## config.mk

```make
export PLATFORM = sky130hd
export DESIGN_NAME = qspi_ram_responder
export DESIGN_NICKNAME = d
export VERILOG_FILES = /design/src/rtl/qspi_ram_responder.sv
export SDC_FILE = /design/constraint.sdc
export NUM_CORES = 2
export LEC_CHECK = 0
export CAP_MARGIN = 10
export CORE_MARGIN = 3
export CORE_UTILIZATION = 23
export CTS_CLUSTER_DIAMETER = 80
export DETAILED_ROUTE_END_ITERATION = 12
export PLACE_DENSITY = 0.41
export SLEW_MARGIN = 0
export SYNTH_ARGS = -nofsm -noshare
export SYNTH_HDL_FRONTEND = slang
export SYNTH_SLANG_ARGS = --single-unit
export TNS_END_PERCENT = 50
```

## constraint.sdc

```tcl
create_clock -name clock -period 5.9 [get_ports clock]
set_input_delay 0.885 -clock clock [delete_from_list [all_inputs] [get_ports clock]]
set_output_delay 0.885 -clock clock [all_outputs]
set_load 0.005 [all_outputs]
```

## src/rtl/qspi_ram_responder.sv

```systemverilog
// Quad-SPI RAM responder: oversamples a mode-0 SPI master on the system clock and
// serves byte reads (cmd 0x03) and writes (cmd 0x02) from an internal byte array.
module qspi_ram_responder #(
  parameter int unsigned ADDRESS_WIDTH = 8,
  parameter int unsigned DUMMY_CYCLES  = 4
) (
  input  logic                     clock,
  input  logic                     reset,
  input  logic                     spi_clk_in,
  input  logic                     spi_select,
  input  logic [3:0]               spi_data_in,
  output logic [3:0]               spi_data_out,
  output logic [3:0]               spi_data_oe,
  output logic                     busy,
  output logic                     cmd_error,
  input  logic [ADDRESS_WIDTH-1:0] host_addr,
  output logic [7:0]               host_rdata
);

  localparam int unsigned Depth = 2 ** ADDRESS_WIDTH;
  localparam int unsigned CntW  = (DUMMY_CYCLES > 7) ? $clog2(DUMMY_CYCLES + 1) : 3;
  // Shift width covers both the command byte and the retained address bits.
  localparam int unsigned ShW   = (ADDRESS_WIDTH > 8) ? ADDRESS_WIDTH : 8;

  typedef enum logic [2:0] {
    StIdle, StCmd, StAddr, StDummy, StRead, StWrite, StIgnore
  } state_e;

  logic [1:0]               clk_sync_q, sel_sync_q;
  logic [3:0]               din_s1_q, din_s2_q;
  logic                     clk_prev_q;
  state_e                   state_q, state_d;
  logic [CntW-1:0]          cnt_q, cnt_d;
  logic [ShW-5:0]           shift_q, shift_d;
  logic [ShW-1:0]           shift_nxt;
  logic [ADDRESS_WIDTH-1:0] addr_q, addr_d;
  logic                     wr_mode_q, wr_mode_d;
  logic [3:0]               dout_q, dout_d;
  logic [3:0]               oe_q, oe_d;
  logic                     cmd_err_q, cmd_err_d;
  logic                     busy_q;
  logic                     mem_we;
  logic [7:0]               mem_wdata;
  logic [7:0]               mem_rbyte;
  logic [7:0]               mem_q [Depth];

  logic rise, fall, sel_n;
  assign rise  = clk_sync_q[1] & ~clk_prev_q;
  assign fall  = ~clk_sync_q[1] & clk_prev_q;
  assign sel_n = sel_sync_q[1];

  assign shift_nxt = {shift_q, din_s2_q};
  assign mem_rbyte = mem_q[addr_q];

  // Two-flop synchronizers and the previous clock sample used for edge detection.
  always_ff @(posedge clock or negedge reset) begin
    if (!reset) begin
      clk_sync_q <= 2'b00;
      sel_sync_q <= 2'b11;
      din_s1_q   <= 4'h0;
      din_s2_q   <= 4'h0;
      clk_prev_q <= 1'b0;
    end else begin
      clk_sync_q <= {clk_sync_q[0], spi_clk_in};
      sel_sync_q <= {sel_sync_q[0], spi_select};
      din_s1_q   <= spi_data_in;
      din_s2_q   <= din_s1_q;
      clk_prev_q <= clk_sync_q[1];
    end
  end

  // Protocol next-state: deselect overrides everything, otherwise act on SPI edges only.
  always_comb begin
    state_d   = state_q;
    cnt_d     = cnt_q;
    shift_d   = shift_q;
    addr_d    = addr_q;
    wr_mode_d = wr_mode_q;
    dout_d    = dout_q;
    oe_d      = oe_q;
    cmd_err_d = 1'b0;
    mem_we    = 1'b0;
    mem_wdata = {shift_q[3:0], din_s2_q};
    if (sel_n) begin
      state_d = StIdle;
      cnt_d   = '0;
      oe_d    = 4'h0;
      dout_d  = 4'h0;
    end else begin
      unique case (state_q)
        StIdle: begin
          state_d = StCmd;
          cnt_d   = '0;
        end
        StCmd: if (rise) begin
          shift_d = shift_nxt[ShW-5:0];
          if (cnt_q == CntW'(1)) begin
            cnt_d = '0;
            case (shift_nxt[7:0])
              8'h03: begin state_d = StAddr; wr_mode_d = 1'b0; end
              8'h02: begin state_d = StAddr; wr_mode_d = 1'b1; end
              default: begin state_d = StIgnore; cmd_err_d = 1'b1; end
            endcase
          end else begin
            cnt_d = cnt_q + CntW'(1);
          end
        end
        StAddr: if (rise) begin
          shift_d = shift_nxt[ShW-5:0];
          if (cnt_q == CntW'(5)) begin
            cnt_d  = '0;
            addr_d = shift_nxt[ADDRESS_WIDTH-1:0];
            if (wr_mode_q)              state_d = StWrite;
            else if (DUMMY_CYCLES == 0) state_d = StRead;
            else                        state_d = StDummy;
          end else begin
            cnt_d = cnt_q + CntW'(1);
          end
        end
        StDummy: if (rise) begin
          if (cnt_q == CntW'(DUMMY_CYCLES - 1)) begin
            cnt_d   = '0;
            state_d = StRead;
          end else begin
            cnt_d = cnt_q + CntW'(1);
          end
        end
        // cnt: 0 = high nibble next, 1 = low nibble next, 2 = byte done, bump on rise.
        StRead: begin
          if (fall && cnt_q == CntW'(0)) begin
            dout_d = mem_rbyte[7:4];
            oe_d   = 4'hF;
            cnt_d  = CntW'(1);
          end else if (fall && cnt_q == CntW'(1)) begin
            dout_d = mem_rbyte[3:0];
            oe_d   = 4'hF;
            cnt_d  = CntW'(2);
          end else if (rise && cnt_q == CntW'(2)) begin
            addr_d = addr_q + ADDRESS_WIDTH'(1);
            cnt_d  = '0;
          end
        end
        StWrite: if (rise) begin
          if (cnt_q == CntW'(0)) begin
            shift_d = shift_nxt[ShW-5:0];
            cnt_d   = CntW'(1);
          end else begin
            mem_we = 1'b1;
            addr_d = addr_q + ADDRESS_WIDTH'(1);
            cnt_d  = '0;
          end
        end
        StIgnore: oe_d = 4'h0;
        default: state_d = StIdle;
      endcase
    end
  end

  // Protocol state and registered outputs.
  always_ff @(posedge clock or negedge reset) begin
    if (!reset) begin
      state_q   <= StIdle;
      cnt_q     <= '0;
      shift_q   <= '0;
      addr_q    <= '0;
      wr_mode_q <= 1'b0;
      dout_q    <= 4'h0;
      oe_q      <= 4'h0;
      cmd_err_q <= 1'b0;
      busy_q    <= 1'b0;
    end else begin
      state_q   <= state_d;
      cnt_q     <= cnt_d;
      shift_q   <= shift_d;
      addr_q    <= addr_d;
      wr_mode_q <= wr_mode_d;
      dout_q    <= dout_d;
      oe_q      <= oe_d;
      cmd_err_q <= cmd_err_d;
      busy_q    <= ~sel_n;
    end
  end

  // Byte array; contents deliberately survive reset.
  always_ff @(posedge clock) begin
    if (mem_we) mem_q[addr_q] <= mem_wdata;
  end

  assign spi_data_out = dout_q;
  assign spi_data_oe  = oe_q;
  assign busy         = busy_q;
  assign cmd_error    = cmd_err_q;
  assign host_rdata   = mem_q[host_addr];

endmodule

```

==> results by group <==
Synth
  • Post-synth EDFFs: 2048
  • Synthesized instance count: 4749
  • Most common flop cell mapped by yosys: edfxtp_1
  • Area share of the largest cell type after synthesis: 63.03%
  • Synthesis-stage register bit count: 2087
  • Synthesized Nets: 4775
  • Area contributors post-synth: edfxtp_1 (63%), mux4_2 (27%), mux2i_1 (1.5%)
  • Async SR Flop Fraction: 1.869%
  • Mean Syn Cell Area: 20.54 sq um
  • Dominant cell type by area after synthesis: edfxtp_1
  • Synth unique cells: 67
  • Sequential area share after synthesis: 64.04%
  • Ys Warns: 0
  • Post-synthesis instance area: 97560 sq um

Setup path
  • Crit path largest cell delay: 640 ps
  • Cell family with most CP delay: multiplexers
  • Kind of critical path: input port to primary output
  • Worst EP arrival: 4860 ps
  • Slowest-stage cell, CP: a22oi_1
  • Crit path max fanout: 22
  • Most frequent CP cell: mux4_2
  • Worst Path Buf+Inv: 5
  • CP required: 5020 ps
  • CP Capture Type: primary output
  • FF-to-FF setup slack: 1260 ps
  • Startpoint type of the worst setup path: input port
  • Crit-path cells: buf_8 -> buf_12 -> buf_4 -> mux4_2 -> mux4_2 -> mux4_2 -> a22oi_1 -> buf_4 -> nand2_1 -> clkdlybuf4s50_1

Cells and area
  • Share of cells above drive strength 1: 40.00%
  • Nets@finish: 5129
  • Fillers: 41590
  • Fin area: 115400 sq um
  • Post-Layout Cell Count: 10960
  • Area delta synth->final: 18.29%

Global routing
  • Initial antenna violation count: 27
  • Gr usage total: 17.26%
  • Vias in the first global route: 55550
  • Remaining Overflow, GRT: 0
  • Global-route wire length before repair: 515500 um
  • Largest net degree at the start of global routing: 194

Die
  • Die area: 432000 sq um
  • IO Count: 34
  • DIE WIDTH: 657.3 um
  • Cell row count: 238
  • Die Ht: 657.3 um
  • CORE AREA: 421400 sq um
  • Initial Utilization: 23.15%

Hold path
  • Worst hold path class: input port to async pin

Routing
  • DR vias: 54960
  • Drt wl/cell: 34.75 um
  • Met1 WL: 163700 um
  • Vias/cell: 5.015
  • First-pass DRT Iterations: 6
  • Highest Signal Layer: met5
  • Initial DRC Count: 6414
  • Final WL: 380800 um
  • DRC Markers: 0
  • Detail Route Antenna Nets: 0
  • Met2 WL: 183300 um
  • Wire length on met3: 23160 um

Timing
  • Final Max Tran Viols: 0
  • Final hold violation count: 0
  • Worst-Margin Slew: 1208 ps
  • Final Cycle Share: 97.38%
  • Fmax: 174.1 MHz
  • Period minus WS final: 5745 ps
  • Setup violations, final: 0
  • Fin Clk Skew: 61.59 ps
  • RSZ-0062 raised after global routing: no
  • Slew HR: 19.17%

Clocking
  • Total CTS buffers: 239
  • Clock-pin transition on the worst setup and hold timing paths: 60 ps
  • Clock latency at the later pin of the worst-skew pair: 940 ps
  • CTS Buffer Depth: 4
  • Post-CTS Setup Bufs: 0
  • Total clock sinks: 2087
  • CTS Root Cell: clkbuf_16
  • H-tree levels: 4
  • CTS tree: built

Placement
  • DP Wirelength: 261200 um
  • Placed Area: 107500 sq um
  • Placed cells: 10500
  • Port bufs: 33
  • Routability Congestion: 0.8380

Run status
  • Status: completed

Pwr
  • Power per cell area: 341.5 nW/um^2
  • Peak supply drop: 0.3009 mV
  • Static Leak: 34.36 nW

Job
  • Max cap viols: 0
==> stage by stage <==
step | setup WS (ps) | power, W | hold WS (ps) | setup TNS, ps | utilization [%]
after global placement | -165.1 | 0.02450 | 343.9 | -175.8 | 25.51
after global routing | 53.24 | 0.04060 | 105.3 | 0 | 27.38
after floorplan | 1106 | 0.02155 | 331.2 | 0 | -
after CTS | 10.87 | 0.03978 | 16.64 | 0 | 27.38
after detailed placement | -155.6 | 0.02454 | 334.7 | -155.6 | 25.51
final | 154.6 | 0.03941 | 89.97 | 0 | 27.39
==> sequential cells by signal, summed over array words and instances, names as in the netlist <==
register and cells:
busy 1, din_s1_q 4, cmd_error 1, cnt_q 3, shift_q 4, sel_sync_q 2
clk_sync_q 2, clk_prev_q 1, spi_data_out 4, addr_q 8, wr_mode_q 1, state_q 3
din_s2_q 4, spi_data_oe 1, mem_q 2048
==> cell usage in the layout (no fill, tap or decap), types with 23 or more instances in the layout <==
cell type	synthesis	final
edfxtp_1	2048	2048
mux4_2	1187	1187
buf_4	43	409
nor2_1	296	265
clkbuf_16	0	243
nand2_1	177	161
mux2i_1	145	145
buf_12	0	57
a22oi_1	56	54
clkinv_2	0	54
clkinv_1	1	54
nand3_1	52	52
a21oi_1	40	40
o22ai_1	34	34
clkbuf_1	167	33
nor2_2	0	29
bufinv_16	0	29
clkdlybuf4s50_1	0	26
o21ai_0	25	25
dfrtp_1	37	23
==> final cells by class <==
cell class | count | area (sq um) | share of cell area [%]
Timing Repair Buffer | 498 | 4538 | 3.932
Antenna cell | 9 | 22.52 | 0.01951
Inverter | 13 | 52.55 | 0.04553
Clock inverter | 172 | 1663 | 1.441
Tap cell | 5640 | 7057 | 6.114
Multi-Input combinational cell | 2264 | 33350 | 28.90
Sequential cell | 2087 | 62530 | 54.18
Clock buffer | 276 | 6205 | 5.376
==> cells by family after synthesis <==
| family | share of synthesized area (%) |
|---|---|
| mux | 29.05 |
| compound gates | 2.051 |
| fa+ha+maj | 0.1282 |
| buf+inv | 1.990 |
| flops | 64.04 |
| simple gates | 2.744 |
==> worst reg2reg max path, cell delays in order, from the launching register on <==
cell and delay (ps):
dfrtp_1 630, nand2b_1 370, nor2_1 150, nand3_1 630
nor2_1 880, nand2_1 660, nor2_2 920
==> per-layer routing <==
metal / GRT usage, % / vias up
met2: 28.26 / 2245
met4: 4.400 / 2
met5: 0 / -
li1: - / 21400
met3: 2.604 / 397
met1: 23.90 / 30920
==> path summary, 6_finish.rpt <==
kind / startpoint / endpoint / cells past startpoint
max: host_addr[0] / host_rdata[0] / 10
max in group asynchronous: reset / addr_q[3]$_DFFE_PN0P_ / 2
min in group clock: clk_sync_q[0]$_DFF_PN0_ / clk_sync_q[1]$_DFF_PN0_ / 0
min: reset / din_s2_q[3]$_DFF_PN0_ / 2
max reg2reg: state_q[1]$_DFFE_PN0P_ / mem_q[44][2]$_DFFE_PP_ / 6
min reg2reg: clk_sync_q[0]$_DFF_PN0_ / clk_sync_q[1]$_DFF_PN0_ / 0
==> what timing repair did <==
item | CTS | global route
hold buffers | 0 | 0
gates cloned | 0 | 0
endpoints found under the setup margin | 1 | 1
resized for setup | 1 | 1
==> report_power, final <==
part	total, W	internal [W]	switching, W
clock network	0.0152	0.00878	0.00641
registers	0.0179	0.0174	0.000505
logic	0.00628	0.00207	0.00422
==> cell usage after synthesis, drive strengths merged (4+ instances only) <==
cell     instances
o22ai           34
nor3            13
nor2           296
nand3b           4
nor4             6
nand2b           9
a31oi           19
a22oi           56
and3             7
a221oi          12
mux2            14
a41oi            4
a211oi          17
nand4           12
or2              4
nand3           52
a311oi           6
a32oi           13
clkbuf         167
buf            218
mux2i          145
o22a             4
o21ai           25
inv             12
nor3b            4
and2             5
nor2b           27
dfrtp           37
a22o             6
a2111oi          7
o31ai            5
ha              10
edfxtp        2048
o211ai           7
a21oi           40
nand2          177
mux4          1187
or3              4
Power figures use the tool's default switching activity.
